--- src/rtl/cp0_reg_dump.sv ---
// Walks compact CP0 indices, reads each architectural (rd,sel) over the CP0 read
// port and streams {idx,rd,sel,data} records to a valid/ready consumer.
module cp0_reg_dump #(
  parameter int unsigned DATA_W   = 32,
  parameter int unsigned LAST_IDX = 30
) (
  input  logic              clk,
  input  logic              rst_n,
  input  logic              start,
  input  logic              abort,
  input  logic [5:0]        first_idx,
  output logic              cp0_req,
  output logic [4:0]        cp0_rd,
  output logic [2:0]        cp0_sel,
  input  logic              cp0_ack,
  input  logic [DATA_W-1:0] cp0_data,
  output logic              out_valid,
  input  logic              out_ready,
  output logic [5:0]        out_idx,
  output logic [4:0]        out_rd,
  output logic [2:0]        out_sel,
  output logic [DATA_W-1:0] out_data,
  output logic              busy,
  output logic              done,
  output logic              err
);

  localparam logic [5:0] LAST = 6'(LAST_IDX);

  typedef enum logic [1:0] {S_IDLE, S_REQ, S_OUT} state_t;

  state_t              r_state;
  state_t              w_next;
  logic [5:0]          r_idx;
  logic [5:0]          r_out_idx;
  logic [4:0]          r_out_rd;
  logic [2:0]          r_out_sel;
  logic [DATA_W-1:0]   r_out_data;
  logic                r_done;
  logic                r_err;
  logic [7:0]          w_map;
  logic                w_first_ok;
  logic                w_last;

  // Compact index -> {rd[4:0], sel[2:0]}; unimplemented indices map to 0.
  function automatic logic [7:0] idx_map(input logic [5:0] idx);
    logic [7:0] m;
    case (idx)
      6'd0:  m = {5'd7,  3'd0};
      6'd1:  m = {5'd8,  3'd0};
      6'd2:  m = {5'd9,  3'd0};
      6'd3:  m = {5'd11, 3'd0};
      6'd4:  m = {5'd12, 3'd1};
      6'd5:  m = {5'd12, 3'd2};
      6'd6:  m = {5'd12, 3'd3};
      6'd7:  m = {5'd12, 3'd0};
      6'd8:  m = {5'd13, 3'd0};
      6'd9:  m = {5'd14, 3'd0};
      6'd10: m = {5'd15, 3'd1};
      6'd11: m = {5'd15, 3'd0};
      6'd12: m = {5'd16, 3'd1};
      6'd13: m = {5'd16, 3'd2};
      6'd14: m = {5'd16, 3'd3};
      6'd15: m = {5'd16, 3'd0};
      6'd16: m = {5'd17, 3'd0};
      6'd17: m = {5'd18, 3'd0};
      6'd18: m = {5'd19, 3'd0};
      6'd19: m = {5'd23, 3'd0};
      6'd20: m = {5'd24, 3'd0};
      6'd21: m = {5'd25, 3'd0};
      6'd22: m = {5'd25, 3'd1};
      6'd23: m = {5'd26, 3'd0};
      6'd24: m = {5'd27, 3'd0};
      6'd25: m = {5'd28, 3'd1};
      6'd26: m = {5'd28, 3'd0};
      6'd27: m = {5'd29, 3'd0};
      6'd28: m = {5'd29, 3'd1};
      6'd29: m = {5'd30, 3'd0};
      6'd30: m = {5'd31, 3'd0};
      default: m = '0;
    endcase
    return m;
  endfunction

  assign w_map      = idx_map(r_idx);
  assign w_first_ok = (first_idx <= LAST);
  assign w_last     = (r_idx == LAST);

  always_ff @(posedge clk or negedge rst_n) begin
    if (!rst_n) r_state <= S_IDLE;
    else        r_state <= w_next;
  end

  always_comb begin
    w_next = r_state;
    if (abort) begin
      w_next = S_IDLE;
    end else begin
      case (r_state)
        S_IDLE:  if (start && w_first_ok) w_next = S_REQ;
        S_REQ:   if (cp0_ack)             w_next = S_OUT;
        S_OUT:   if (out_ready)           w_next = w_last ? S_IDLE : S_REQ;
        default:                          w_next = S_IDLE;
      endcase
    end
  end

  always_comb begin
    cp0_req   = 1'b0;
    cp0_rd    = '0;
    cp0_sel   = '0;
    out_valid = 1'b0;
    busy      = 1'b0;
    case (r_state)
      S_REQ: begin
        cp0_req           = 1'b1;
        {cp0_rd, cp0_sel} = w_map;
        busy              = 1'b1;
      end
      S_OUT: begin
        out_valid = 1'b1;
        busy      = 1'b1;
      end
      default: ;
    endcase
  end

  always_ff @(posedge clk or negedge rst_n) begin
    if (!rst_n) begin
      r_idx      <= '0;
      r_out_idx  <= '0;
      r_out_rd   <= '0;
      r_out_sel  <= '0;
      r_out_data <= '0;
      r_done     <= 1'b0;
      r_err      <= 1'b0;
    end else begin
      r_done <= 1'b0;
      r_err  <= 1'b0;
      if (abort) begin
        // Abort also clears the record fields so every output reads 0 afterwards.
        r_idx      <= '0;
        r_out_idx  <= '0;
        r_out_rd   <= '0;
        r_out_sel  <= '0;
        r_out_data <= '0;
      end else begin
        case (r_state)
          S_IDLE: begin
            if (start) begin
              if (w_first_ok) r_idx <= first_idx;
              else            r_err <= 1'b1;
            end
          end
          S_REQ: begin
            if (cp0_ack) begin
              r_out_idx              <= r_idx;
              {r_out_rd, r_out_sel}  <= w_map;
              r_out_data             <= cp0_data;
            end
          end
          S_OUT: begin
            if (out_ready) begin
              if (w_last) r_done <= 1'b1;
              else        r_idx  <= r_idx + 6'd1;
            end
          end
          default: ;
        endcase
      end
    end
  end

  assign out_idx  = r_out_idx;
  assign out_rd   = r_out_rd;
  assign out_sel  = r_out_sel;
  assign out_data = r_out_data;
  assign done     = r_done;
  assign err      = r_err;

endmodule
--- config.mk ---
export PLATFORM = sky130hd
export DESIGN_NAME = cp0_reg_dump
export DESIGN_NICKNAME = d
export VERILOG_FILES = /design/src/rtl/cp0_reg_dump.sv
export SDC_FILE = /design/constraint.sdc
export NUM_CORES = 1
export LEC_CHECK = 0
export ABC_CLOCK_PERIOD_IN_PS = 2300
export CORE_ASPECT_RATIO = 1.1
export CORE_UTILIZATION = 40
export CTS_CLUSTER_SIZE = 14
export DETAILED_ROUTE_END_ITERATION = 6
export GPL_ROUTABILITY_DRIVEN = 0
export PLACE_DENSITY_LB_ADDON = 0.15
export SLEW_MARGIN = 20
export SYNTH_ARGS = -nofsm -noshare
export SYNTH_HDL_FRONTEND = slang
export SYNTH_SLANG_ARGS = --single-unit
export TNS_END_PERCENT = 50
--- constraint.sdc ---
create_clock -name clk -period 2.3 [get_ports clk]
set_clock_uncertainty 0.15 [all_clocks]
set_input_delay 0.23 -clock clk [delete_from_list [all_inputs] [get_ports clk]]
set_output_delay 0.23 -clock clk [all_outputs]
set_load 0.05 [all_outputs]
Word-level counts from Yosys, hierarchy flattened
Memory sizes are Yosys's and may differ from the RTL's.
Index checks and enable logic that the tools add are counted.
{ "totals": {"register_bits": 56, "input_bits": 44, "mem_bits_ro": 224, "output_inout_bits": 59, "elab_cells": 67, "mem_count": 1} }
{ "op_classes": {"n_reduce_logical": 9, "mux": 38, "n_eq_ne": 9, "add_sub_neg": 1, "n_lt_le_gt_ge": 1} }
{ "memory_table": {"columns": ["name", "words", "width", "read_ports", "rd_ports_with_merged_regs", "write_ports", "line", "rtl"], "rows": [
  ["(no name shown)", 32, 7, 1, 0, 0, "48", "case (idx)"]
]} }
{ "op_table": {"columns": ["cell", "count"], "rows": [
  ["$mux W32", 3],
  ["$mux W6", 8],
  ["$mux W5", 4],
  ["$ne A3 B3 Y1 const B", 6],
  ["$mux W1", 12],
  ["$mux W3", 4],
  ["$pmux W6 S2", 1],
  ["$mux W2", 4],
  ["$mux W8", 1],
  ["$add A6 B1 Y6 const B", 1],
  ["$eq A6 B5 Y1 const B", 1],
  ["$le A6 B5 Y1 const B", 1],
  ["$pmux W2 S3", 1],
  ["$reduce_and A5 Y1", 1],
  ["$reduce_bool A2 Y1", 2],
  ["$reduce_and A3 Y1", 1],
  ["$reduce_bool A3 Y1", 1],
  ["$eq A2 B1 Y1 const B", 1],
  ["$eq A2 B2 Y1 const B", 1],
  ["$logic_not A2 Y1", 1],
  ["$reduce_and A2 Y1", 1],
  ["$reduce_or A2 Y1", 1],
  ["$logic_and A1 B1 Y1", 1]
]} }

Logic depth before layout (Yosys ltp)
Gate-level depths: netlist of run 1.
{ "logic_depth": {"depth_word": 5, "ltp_mapped": 7, "depth_no_buf": 6} }

Worst setup path before layout of run 1
Ideal clock, no wire load.
{ "synth_path": {"path_kind": "reg-to-output", "startpoint": "register r_state[1]", "endpoint": "output cp0_rd[0]", "arrival_ns": 2.797, "t_required_ns": 1.920, "path_buffers": 0, "slack_ns": -0.877, "path_stages_with_launch": 5, "cell_sequence": "dfrtp_1 > inv_1 > ha_1 > inv_1 > nor4_1"} }
{ "synth_between": {"elab_chain_cells": 2} }
{ "synth_lines": {"columns": ["element", "line", "rtl"], "rows": [
  ["start: declaration", "32", "state_t r_state;"],
  ["start signal: assignment", "91", "else r_state <= w_next;"],
  ["$eq A2 B1 Y1", "114", "case (r_state)"],
  ["$mux W5", "114", null],
  ["end: declaration", "13", "output logic [4:0] cp0_rd,"]
]} }
Every way passes these cells.

Final worst setup path of run 1
{ "layout_path": {"startpoint": "register r_idx[0]", "endpoint": "output cp0_rd[1]"} }
{ "layout_between": {"elab_chain_cells": 3} }
{ "layout_lines": {"columns": ["element", "line", "rtl"], "rows": [
  ["start: declaration", "34", "logic [5:0] r_idx;"],
  ["start signal: assignment", "151", "if (w_first_ok) r_idx <= first_idx;"],
  ["start signal: assignment", "165", "else r_idx <= r_idx + 6'd1;"],
  ["$mem_v2 Z32 W7", null, null],
  ["$mux W8", "48", null],
  ["$mux W5", "114", null]
]} }
Every way passes these cells.

==> flow_results.xml, run 1 <==
<?xml version="1.0" encoding="UTF-8"?>
<metrics>
  <group name="status">
    <metric name="outcome" unit="">complete, but fails checks</metric>
    <metric name="failed_checks" unit="">negative setup slack</metric>
  </group>
  <group name="timing">
    <metric name="final_period_minus_worst_setup_slack" unit="ns">2.33</metric>
    <metric name="timing_hold_violations_final" unit="">0</metric>
    <metric name="timing.max_slew.rel_slack" unit="%">63.6</metric>
    <metric name="timing_max_transition_violations_final" unit="">0</metric>
    <metric name="grt_setup_unrepaired" unit="">yes</metric>
    <metric name="final.setup.tns" unit="ns">-0.0464</metric>
    <metric name="setup_slack" unit="ns">-0.0302</metric>
    <metric name="final-setup-viol-count" unit="">2</metric>
    <metric name="worst_slew_pin_slew" unit="ns">0.545</metric>
    <metric name="max_clock_freq" unit="GHz">0.429</metric>
    <metric name="period_share" unit="%">101</metric>
  </group>
  <group name="clocking">
    <metric name="clkTransAtPathRegs" unit="ns">0.11</metric>
    <metric name="tritoncts.num_buffers" unit="">5</metric>
    <metric name="max_root_sink_buffers" unit="">2</metric>
    <metric name="htree_levels" unit="">2</metric>
    <metric name="cts.sinks" unit="">55</metric>
    <metric name="insertion_delay" unit="ns">0.31</metric>
    <metric name="clock_tree_from_tritoncts" unit="">built</metric>
    <metric name="cts-root-buf" unit="">clkbuf_8</metric>
  </group>
  <group name="place">
    <metric name="buffer_ports.inserted" unit="">100</metric>
    <metric name="place.detailed.hpwl" unit="um">5140</metric>
  </group>
  <group name="routing">
    <metric name="viasPerCell" unit="">5.43</metric>
    <metric name="drcViolationCount" unit="">0</metric>
    <metric name="routedWlPerCell" unit="um">16.5</metric>
    <metric name="via_count" unit="">2363</metric>
    <metric name="initialDrtViolationCount" unit="">137</metric>
    <metric name="wl" unit="um">7160</metric>
    <metric name="drt_first_pass_iters" unit="">4</metric>
    <metric name="antenna_left" unit="">0</metric>
  </group>
  <group name="die">
    <metric name="core" unit="mm^2">0.00659</metric>
    <metric name="design.die.area" unit="mm^2">0.00720</metric>
    <metric name="die_width" unit="um">81.0</metric>
    <metric name="die_h" unit="um">88.9</metric>
    <metric name="io_pins" unit="">103</metric>
    <metric name="row_count" unit="">31</metric>
    <metric name="start_util" unit="%">41.7</metric>
  </group>
  <group name="pwr">
    <metric name="total_leakage_power" unit="nW">1.80</metric>
    <metric name="report.power.total" unit="mW">4.12</metric>
    <metric name="ratio_of_total_power_to_cell_area" unit="mW/mm^2">986</metric>
    <metric name="vdd_ir_max" unit="V">0.000610</metric>
  </group>
  <group name="worst_setup_path">
    <metric name="critPathMaxFanout" unit="">5</metric>
    <metric name="crit_arrival" unit="ns">1.95</metric>
    <metric name="crit_path_end_kind" unit="">primary output</metric>
    <metric name="critical_path.n_buffers_inverters" unit="">2</metric>
    <metric name="cp_slowest_stage_delay" unit="ns">0.47</metric>
    <metric name="path_delay_family" unit="">multiplexers</metric>
    <metric name="crit_path_cell_trace" unit="">inv_4, ha_4, mux4_2, a22oi_2, nor2_2, buf_6</metric>
    <metric name="cp.required" unit="ns">1.92</metric>
    <metric name="critical-path-slowest-cell" unit="">mux4_2</metric>
    <metric name="critical_path_class" unit="">reg -&gt; out</metric>
    <metric name="cp_launch_type" unit="">flop</metric>
  </group>
  <group name="logic_synthesis">
    <metric name="yosys_most_used_dff" unit="">dfrtp_1</metric>
    <metric name="yosysSeqAreaShare" unit="%">50.1</metric>
    <metric name="synth.yosys.warnings" unit="">0</metric>
    <metric name="netlist_instances" unit="">245</metric>
    <metric name="avg_cell_area_syn" unit="um^2">11.2</metric>
    <metric name="synth_edf_count" unit="">0</metric>
    <metric name="async_reset_ff_share" unit="%">100</metric>
    <metric name="netlist-cell-type-count" unit="">47</metric>
    <metric name="synthesis.area" unit="mm^2">0.00275</metric>
    <metric name="synth.ff_latch_count" unit="">55</metric>
  </group>
  <group name="cells_and_area">
    <metric name="area_delta_synth_final" unit="%">52.1</metric>
    <metric name="diodes" unit="">0</metric>
    <metric name="mostFrequentLayoutCells" unit="">clkdlybuf4s50_1, dfrtp_1, a22o_1, buf_4, nand2_1</metric>
    <metric name="total_area_of_multi_input_combinational_cells" unit="mm^2">0.00133</metric>
    <metric name="nFillCells" unit="">526</metric>
    <metric name="share_of_post_route_cells_with_drive_strength_above_1" unit="%">18.7</metric>
    <metric name="final_common_cell" unit="">clkdlybuf4s50_1</metric>
    <metric name="final-seq-area" unit="mm^2">0.00138</metric>
    <metric name="finalNetCount" unit="">409</metric>
  </group>
  <group name="min_path">
    <metric name="hold_path.class" unit="">in -&gt; async</metric>
  </group>
  <group name="job">
    <metric name="max-cap-violations" unit="">0</metric>
  </group>
  <group name="global_route">
    <metric name="initial_antenna_violation_count" unit="">0</metric>
    <metric name="grt_pass1_vias" unit="">2183</metric>
    <metric name="grt_start_max_net_pins" unit="">56</metric>
    <metric name="wire_length_of_the_first_global_routing_pass" unit="um">11200</metric>
    <metric name="gr-usage-all-layers" unit="%">20.2</metric>
    <metric name="sum_of_overflow_across_all_layers_after_global_routing" unit="">0</metric>
  </group>
</metrics>
==> per-layer routing <==
layer / part of all wire (%) / global-route usage (%)
met5: 0 / 0
met4: 0.88 / 4.87
met3: 4.6 / 3.67
met2: 50 / 32.5
met1: 45 / 28.2
==> path summary, 6_finish.rpt <==
check / start / endpoint / slack [ns] / depth (start not counted)
worst min register to register: out_rd[4]$_DFFE_PN0P_ / out_rd[4]$_DFFE_PN0P_ / 0.34 / 2
worst max register to register: r_state[0]$_DFFE_PN0P_ / r_idx[0]$_DFFE_PN0P_ / 0.25 / 6
worst max-delay path: r_idx[0]$_DFFE_PN0P_ / cp0_rd[1] / -0.03 / 6
worst min-delay path: rst_n / r_idx[0]$_DFFE_PN0P_ / 0.29 / 3
max in group asynchronous: rst_n / out_rd[4]$_DFFE_PN0P_ / 1.45 / 3
min in group clk: out_rd[4]$_DFFE_PN0P_ / out_rd[4]$_DFFE_PN0P_ / 0.34 / 2
==> registers in the layout (all words and copies together), names as in the netlist <==
signal,count
r_idx,6
done,1
err,1
r_state,2
out_data,32
out_idx,6
out_rd,5
out_sel,2
==> area by class of cell <==
cell class / instances / share of cell area (%)
repair buffers: 119 / 29.6
clock buffers: 5 / 1.65
clock inverters: 3 / 0.569
well taps: 82 / 2.45
multi-input cells: 160 / 31.8
flip-flops and latches: 55 / 33.0
inverters: 11 / 1.05
==> logic make-up after synthesis <==
group                    Yosys count  share of synthesized area [%]
AO/OA/AOI/OAI                     79                           23.6
adder cells (fa/ha/maj)           13                           5.92
buffers and inverters             31                           5.51
flip-flops                        55                           50.1
multiplexers                       8                           3.83
other                              1                          0.136
AND/OR/NAND/NOR                   58                           10.9
==> power breakdown <==
| part | leakage [nW] | internal (mW) | switching (mW) | total, mW |
|---|---|---|---|---|
| Combinational | 0.995 | 0.960 | 1.35 | 2.31 |
| Sequential | 0.755 | 1.11 | 0.138 | 1.25 |
| Clock | 0.0461 | 0.221 | 0.340 | 0.561 |
==> worst reg2reg max path, stage by stage, from the launching register on <==
cell and delay [ns]:
dfrtp_1 0.44, inv_1 0.17, ha_1 0.32, inv_2 0.14
o311a_1 0.44, a31oi_1 0.20, a211oi_1 0.07
==> what timing repair did <==
item	in CTS	in global routing
gates cloned	0	0
hold buffers	1	0
pin swaps	2	3
setup endpoints to repair	5	6
gates resized for setup	14	2
hold endpoints to repair	55	0
setup buffers	3	1
==> synthesized netlist by cell type (2+ instances only) <==
master / instances / area share, %
inv_2: 2 / 0.27
nand2_1: 16 / 2.2
nor2_1: 12 / 1.6
nand2b_1: 4 / 0.91
a211oi_1: 3 / 0.82
mux4_2: 2 / 1.6
nand3_1: 4 / 0.73
a21oi_1: 6 / 1.1
clkbuf_1: 8 / 1.1
buf_1: 2 / 0.27
a21o_1: 2 / 0.55
buf_4: 4 / 1.1
dfrtp_1: 55 / 50
nor4_1: 3 / 0.68
a32o_1: 2 / 0.73
o21ai_0: 4 / 0.73
a311o_1: 2 / 0.73
o31ai_1: 2 / 0.55
mux2i_1: 6 / 2.2
nand4_1: 6 / 1.4
inv_1: 9 / 1.2
buf_6: 2 / 0.82
and4_1: 3 / 0.96
nor3_1: 5 / 0.91
o21a_1: 2 / 0.55
buf_2: 4 / 0.73
ha_1: 13 / 5.9
a22o_1: 36 / 11
o41ai_1: 4 / 1.3
and3_1: 2 / 0.46
a31oi_1: 4 / 0.91
==> stage by stage <==
| stage | instances | setup WS [ns] | utilization, % | area [um^2] | hold WS (ns) |
|---|---|---|---|---|---|
| final | 435 | -0.0302 | 63.4 | 4180 | 0.289 |
| after detailed placement | 422 | 0.147 | 60.5 | 3990 | 0.103 |
| after floorplan | 246 | -0.0610 | - | 2800 | -0.216 |
| after global placement | 422 | 0.213 | 60.5 | 3990 | 0.101 |
| after CTS | 434 | -0.0493 | 63.2 | 4170 | 0.306 |
| after global routing | 435 | -0.104 | 63.4 | 4180 | 0.325 |
Power figures use the tool's default switching activity.
==> run 2: changes to the inputs <==
CTS_CLUSTER_DIAMETER = 60   (was not set)
PLACE_DENSITY = 0.74   (was not set)
PLACE_DENSITY_LB_ADDON = not set   (was 0.15)
==> run 2 against run 1 <==
The flow still finishes with violations (negative setup slack). Sequential cell count unchanged. First-iteration DRC count decreased by 10%. Count of clock-buffer cells in the layout unchanged. Cell count increased by 0.23%. Critical path depth unchanged. Highest routed layer unchanged.
==> flow_results.xml, run 2 (synthesized netlist as in run 1, its figures left out) <==
<?xml version="1.0" encoding="UTF-8"?>
<metrics>
  <group name="timing">
    <metric name="timing.max_slew.rel_slack" unit="%">54.0</metric>
    <metric name="timing_max_transition_violations_final" unit="">0</metric>
    <metric name="max_clock_freq" unit="GHz">0.423</metric>
    <metric name="grt_setup_unrepaired" unit="">yes</metric>
    <metric name="worst_slew_pin_slew" unit="ns">0.690</metric>
    <metric name="finalHoldWorstSlack" unit="ns">0.211</metric>
    <metric name="setup_slack" unit="ns">-0.0669</metric>
    <metric name="final_period_minus_worst_setup_slack" unit="ns">2.37</metric>
    <metric name="final.setup.tns" unit="ns">-0.128</metric>
    <metric name="final-setup-viol-count" unit="">3</metric>
    <metric name="timing_hold_violations_final" unit="">0</metric>
    <metric name="period_share" unit="%">103</metric>
  </group>
  <group name="clocking">
    <metric name="cts-root-buf" unit="">clkbuf_8</metric>
    <metric name="htree_levels" unit="">2</metric>
    <metric name="clkTransAtPathRegs" unit="ns">0.11</metric>
    <metric name="max_root_sink_buffers" unit="">2</metric>
    <metric name="cts.sinks" unit="">55</metric>
    <metric name="clock_tree_from_tritoncts" unit="">built</metric>
    <metric name="tritoncts.num_buffers" unit="">5</metric>
    <metric name="insertion_delay" unit="ns">0.32</metric>
  </group>
  <group name="die">
    <metric name="core" unit="mm^2">0.00659</metric>
    <metric name="design.die.area" unit="mm^2">0.00720</metric>
    <metric name="die_h" unit="um">88.9</metric>
    <metric name="row_count" unit="">31</metric>
    <metric name="io_pins" unit="">103</metric>
    <metric name="start_util" unit="%">41.7</metric>
    <metric name="die_width" unit="um">81.0</metric>
  </group>
  <group name="cells_and_area">
    <metric name="largest_reg_flops" unit="">32</metric>
    <metric name="total_non_filler_cell_area_in_the_finished_layout" unit="mm^2">0.00416</metric>
    <metric name="nFillCells" unit="">532</metric>
    <metric name="fin_cells" unit="">436</metric>
    <metric name="final_core_utilization" unit="%">63.1</metric>
    <metric name="final_common_cell" unit="">clkdlybuf4s50_1</metric>
    <metric name="diodes" unit="">0</metric>
    <metric name="area_delta_synth_final" unit="%">51.4</metric>
    <metric name="mostFrequentLayoutCells" unit="">clkdlybuf4s50_1, dfrtp_1, a22o_1, buf_4, nand2_1</metric>
    <metric name="finalNetCount" unit="">410</metric>
    <metric name="share_of_post_route_cells_with_drive_strength_above_1" unit="%">18.6</metric>
  </group>
  <group name="routing">
    <metric name="routedWlPerCell" unit="um">17.1</metric>
    <metric name="antenna_left" unit="">0</metric>
    <metric name="via_count" unit="">2407</metric>
    <metric name="drcViolationCount" unit="">0</metric>
    <metric name="wl" unit="um">7450</metric>
    <metric name="initialDrtViolationCount" unit="">123</metric>
    <metric name="viasPerCell" unit="">5.52</metric>
    <metric name="drt_first_pass_iters" unit="">4</metric>
  </group>
  <group name="min_path">
    <metric name="hold_path.class" unit="">in -&gt; async</metric>
  </group>
  <group name="worst_setup_path">
    <metric name="critPathMaxFanout" unit="">5</metric>
    <metric name="cp.required" unit="ns">1.92</metric>
    <metric name="reg2reg_setup_slack" unit="ns">0.26</metric>
    <metric name="cp_launch_type" unit="">flop</metric>
    <metric name="crit_path_cell_trace" unit="">inv_2, ha_4, mux4_2, a22oi_2, nor2_1, buf_6</metric>
    <metric name="critical-path-slowest-cell" unit="">mux4_2</metric>
    <metric name="crit_arrival" unit="ns">1.99</metric>
    <metric name="cp_slowest_stage_delay" unit="ns">0.47</metric>
    <metric name="critical_path_class" unit="">reg -&gt; out</metric>
    <metric name="crit_reg_reg_startpoint" unit="">r_state[0]$_DFFE_PN0P_</metric>
    <metric name="crit_path_end_kind" unit="">primary output</metric>
    <metric name="reg2reg_to" unit="">r_idx[0]$_DFFE_PN0P_</metric>
    <metric name="r2r_cells" unit="">6</metric>
  </group>
  <group name="pwr">
    <metric name="vdd_ir_max" unit="V">0.000694</metric>
    <metric name="total_leakage_power" unit="nW">1.80</metric>
    <metric name="ratio_of_total_power_to_cell_area" unit="mW/mm^2">991</metric>
    <metric name="report.power.total" unit="mW">4.12</metric>
  </group>
  <group name="global_route">
    <metric name="initial_antenna_violation_count" unit="">0</metric>
    <metric name="grt_pass1_vias" unit="">2248</metric>
    <metric name="sum_of_overflow_across_all_layers_after_global_routing" unit="">0</metric>
    <metric name="wire_length_of_the_first_global_routing_pass" unit="um">11600</metric>
    <metric name="grt_start_max_net_pins" unit="">37</metric>
    <metric name="gr-usage-all-layers" unit="%">21.4</metric>
  </group>
  <group name="place">
    <metric name="dpl_worst_slack" unit="ns">0.138</metric>
    <metric name="place.detailed.hpwl" unit="um">5510</metric>
    <metric name="placed_cell_area" unit="mm^2">0.00397</metric>
    <metric name="buffer_ports.inserted" unit="">100</metric>
    <metric name="place_inst" unit="">423</metric>
  </group>
  <group name="status">
    <metric name="outcome" unit="">complete, but fails checks</metric>
    <metric name="failed_checks" unit="">negative setup slack</metric>
  </group>
  <group name="job">
    <metric name="max-cap-violations" unit="">0</metric>
  </group>
</metrics>
[run 2: per-layer routing]
layer,up-vias,wire length [um],GRT usage (%)
li1,1130,-,-
met1,1173,3190,29.1
met2,97,3690,34.4
met3,7,483,4.29
met4,0,86,6.66
met5,-,0,0
[run 2: power breakdown]
group	internal [mW]	switching, mW
clock	0.221	0.334
combinational	0.951	1.35
sequential	1.11	0.156
[run 2: worst max path at each step]
| stage | startpoint | slack, ns | depth (start not counted) | to |
|---|---|---|---|---|
| 5_1_grt | r_idx[0]$_DFFE_PN0P_ | -0.13 | 6 | cp0_rd[1] |
| 3_3_place_gp | r_idx[0]$_DFFE_PN0P_ | 0.21 | 6 | cp0_rd[1] |
| 3_5_place_dp | r_idx[0]$_DFFE_PN0P_ | 0.14 | 6 | cp0_rd[1] |
| 2_1_floorplan | r_idx[0]$_DFFE_PN0P_ | -0.06 | 5 | cp0_sel[0] |
| 4_1_cts | r_idx[1]$_DFFE_PN0P_ | -0.07 | 6 | cp0_rd[1] |
| 6_report | r_idx[1]$_DFFE_PN0P_ | -0.07 | 6 | cp0_rd[1] |
[run 2: worst max-delay path: cells and delay by family, from the launching register on]
family,cells,cell delay [ns]
and+or+nand+nor,1,0.07
DFF,1,0.41
AOI/OAI and AO/OA,1,0.20
muxes,1,0.47
buffers and inverters,2,0.28
adders and majority gates,1,0.22
[run 2: what timing repair did]
| action | 4_1_cts | 5_1_grt |
|---|---|---|
| hold buffers | 1 | 0 |
| endpoints found under the hold margin | 16 | 0 |
| buffers inserted | 4 | 0 |
| endpoints found under the setup margin | 4 | 6 |
| pin swaps | 4 | 2 |
| resized for setup | 14 | 1 |
[run 2: cell type report]
cell class | instances | area, um^2 | area share (%)
clock buffer | 5 | 68.8 | 1.65
clock inverter | 3 | 22.5 | 0.542
multi-input combinational | 160 | 1330 | 31.9
tap | 82 | 103 | 2.47
sequential | 55 | 1380 | 33.1
timing repair buffer | 120 | 1220 | 29.3
inverter | 11 | 43.8 | 1.05
==> run 3: changes to the inputs <==
CORE_UTILIZATION = 35   (was 40)
PLACE_DENSITY = 0.66   (was 0.74)
==> run 3 against run 2 <==
The run still ends with negative setup slack left. Hold slack better by 0.11 ns. Worst setup slack better by 0.011 ns. Die area up 14%. Via count down 0.87%. Utilization down 7.5 points. Fmax up 0.48%. Sequential power about the same. Global-route usage down 2.7 points. Sequential cell count unchanged. Sequential share of layout area down 0.12 points. Total power down 1.3%. Critical path type unchanged. Largest cell class unchanged. Largest power group unchanged.
==> flow_results.xml, run 3 (synthesized netlist as in run 1, its figures left out) <==
<?xml version="1.0" encoding="UTF-8"?>
<metrics>
  <group name="cells_and_area">
    <metric name="largest_reg_flops" unit="">32</metric>
    <metric name="final_common_cell" unit="">clkdlybuf4s50_1</metric>
    <metric name="finalNetCount" unit="">411</metric>
    <metric name="final_core_utilization" unit="%">55.6</metric>
    <metric name="total_area_of_multi_input_combinational_cells" unit="mm^2">0.00130</metric>
    <metric name="share_of_post_route_cells_with_drive_strength_above_1" unit="%">18.3</metric>
    <metric name="final-seq-area" unit="mm^2">0.00138</metric>
    <metric name="total_non_filler_cell_area_in_the_finished_layout" unit="mm^2">0.00418</metric>
    <metric name="diodes" unit="">0</metric>
    <metric name="area_delta_synth_final" unit="%">52.0</metric>
    <metric name="mostFrequentLayoutCells" unit="">clkdlybuf4s50_1, dfrtp_1, a22o_1, buf_4, nand2_1</metric>
    <metric name="nFillCells" unit="">683</metric>
  </group>
  <group name="worst_setup_path">
    <metric name="cp.required" unit="ns">1.92</metric>
    <metric name="r2r_cells" unit="">6</metric>
    <metric name="reg2reg_to" unit="">r_idx[2]$_DFFE_PN0P_</metric>
    <metric name="timing.critical_path.from" unit="">r_idx[0]$_DFFE_PN0P_</metric>
    <metric name="cp_launch_type" unit="">flop</metric>
    <metric name="critical_path_class" unit="">reg -&gt; out</metric>
    <metric name="reg2reg_setup_slack" unit="ns">0.25</metric>
    <metric name="crit_reg_reg_startpoint" unit="">r_state[0]$_DFFE_PN0P_</metric>
    <metric name="critPathMaxFanout" unit="">9</metric>
    <metric name="crit_path_end_kind" unit="">primary output</metric>
    <metric name="crit_arrival" unit="ns">1.98</metric>
  </group>
  <group name="routing">
    <metric name="viasPerCell" unit="">5.19</metric>
    <metric name="routedWlPerCell" unit="um">16.0</metric>
    <metric name="via_count" unit="">2386</metric>
    <metric name="wl" unit="um">7370</metric>
    <metric name="drt_first_pass_iters" unit="">4</metric>
    <metric name="antenna_left" unit="">0</metric>
    <metric name="initialDrtViolationCount" unit="">96</metric>
    <metric name="drcViolationCount" unit="">0</metric>
  </group>
  <group name="global_route">
    <metric name="initial_antenna_violation_count" unit="">0</metric>
    <metric name="sum_of_overflow_across_all_layers_after_global_routing" unit="">0</metric>
    <metric name="grt_pass1_vias" unit="">2402</metric>
    <metric name="gr-usage-all-layers" unit="%">18.7</metric>
    <metric name="grt_start_max_net_pins" unit="">33</metric>
    <metric name="wire_length_of_the_first_global_routing_pass" unit="um">12000</metric>
  </group>
  <group name="timing">
    <metric name="setup_slack" unit="ns">-0.0555</metric>
    <metric name="grt_setup_unrepaired" unit="">yes</metric>
    <metric name="final-setup-viol-count" unit="">2</metric>
    <metric name="timing_hold_violations_final" unit="">0</metric>
    <metric name="timing.max_slew.rel_slack" unit="%">56.5</metric>
    <metric name="final_period_minus_worst_setup_slack" unit="ns">2.36</metric>
    <metric name="worst_slew_pin_slew" unit="ns">0.652</metric>
    <metric name="timing_max_transition_violations_final" unit="">0</metric>
    <metric name="max_clock_freq" unit="GHz">0.425</metric>
    <metric name="period_share" unit="%">102</metric>
  </group>
  <group name="clocking">
    <metric name="cts-root-buf" unit="">clkbuf_8</metric>
    <metric name="htree_levels" unit="">2</metric>
    <metric name="tritoncts.num_buffers" unit="">5</metric>
    <metric name="max_root_sink_buffers" unit="">2</metric>
    <metric name="clkTransAtPathRegs" unit="ns">0.11</metric>
    <metric name="cts.sinks" unit="">55</metric>
    <metric name="insertion_delay" unit="ns">0.32</metric>
    <metric name="clock_tree_from_tritoncts" unit="">built</metric>
  </group>
  <group name="die">
    <metric name="row_count" unit="">33</metric>
    <metric name="design.die.area" unit="mm^2">0.00821</metric>
    <metric name="die_h" unit="um">94.9</metric>
    <metric name="core" unit="mm^2">0.00751</metric>
    <metric name="start_util" unit="%">36.6</metric>
    <metric name="die_width" unit="um">86.5</metric>
    <metric name="io_pins" unit="">103</metric>
  </group>
  <group name="job">
    <metric name="max-cap-violations" unit="">0</metric>
  </group>
  <group name="pwr">
    <metric name="ratio_of_total_power_to_cell_area" unit="mW/mm^2">974</metric>
    <metric name="vdd_ir_max" unit="V">0.000480</metric>
    <metric name="total_leakage_power" unit="nW">1.80</metric>
  </group>
  <group name="place">
    <metric name="buffer_ports.inserted" unit="">100</metric>
    <metric name="placed_cell_area" unit="mm^2">0.00401</metric>
    <metric name="place.detailed.hpwl" unit="um">5390</metric>
    <metric name="dpl_worst_slack" unit="ns">0.156</metric>
  </group>
  <group name="status">
    <metric name="outcome" unit="">complete, but fails checks</metric>
    <metric name="failed_checks" unit="">negative setup slack</metric>
  </group>
  <group name="min_path">
    <metric name="hold_path.class" unit="">in -&gt; async</metric>
  </group>
</metrics>
-- run 3: cell types whose count changed in the layout (fill, tap and decap cells not counted), sizes merged --
cell / before / now
buf: 30 / 31
clkinv: 1 / 0
clkinvlp: 0 / 1
-- run 3: how the worst max path moves through the flow --
| stage | end | slack [ns] | depth (start not counted) |
|---|---|---|---|
| finish | cp0_rd[1] | -0.06 | 6 |
| global route | cp0_rd[1] | -0.13 | 7 |
| CTS | cp0_rd[1] | -0.06 | 6 |
| detailed placement | cp0_rd[1] | 0.16 | 6 |
| global placement | cp0_rd[1] | 0.20 | 6 |
| floorplan | cp0_sel[0] | -0.06 | 5 |
-- run 3: metal layers --
| metal | up-vias | share of wire (%) | global-route usage (%) |
|---|---|---|---|
| met4 | 0 | 1.4 | 6.39 |
| li1 | 1136 | - | - |
| met5 | - | 0 | 0 |
| met2 | 74 | 47 | 29.9 |
| met1 | 1167 | 47 | 25.7 |
| met3 | 9 | 4.8 | 3.15 |
-- run 3: per-stage QoR --
step,instances,setup TNS (ns),hold WS (ns),total power [mW]
5_1_grt,460,-0.471,0.355,4.32
3_5_place_dp,446,0,0.150,3.41
6_report,460,-0.0788,0.318,4.07
4_1_cts,460,-0.130,0.340,4.10
3_3_place_gp,446,0,0.141,3.38
2_1_floorplan,246,-0.0701,-0.216,2.68
-- run 3: cell type report --
cell class                      instances  area share (%)
Inverter                               11           0.988
Multi-Input combinational cell        160            31.1
Clock buffer                            5            1.65
Timing Repair Buffer                  121            29.6
Tap cell                              105            3.14
Clock inverter                          3           0.599
Sequential cell                        55            33.0
-- run 3: critical path: stages (launching register included) --
cell and delay, ns:
dfrtp_1 0.40, buf_4 0.17, ha_2 0.20, mux4_2 0.46, a22oi_2 0.19, nor2_1 0.07, buf_6 0.15
-- run 3: repair_timing --
action                     CTS  global route
buffers inserted             5             0
gates resized for setup      8             2
setup endpoints to repair    4             6
hold buffers                 1             0
gates cloned                 0             0
pin swaps                    2             2
hold endpoints to repair    25             0
-- run 3: power breakdown --
group / internal, mW / leakage, nW / total (mW) / switching [mW]
clock: 0.223 / 0.0452 / 0.576 / 0.353
sequential: 1.11 / 0.754 / 1.27 / 0.164
combinational: 0.919 / 0.998 / 2.22 / 1.30
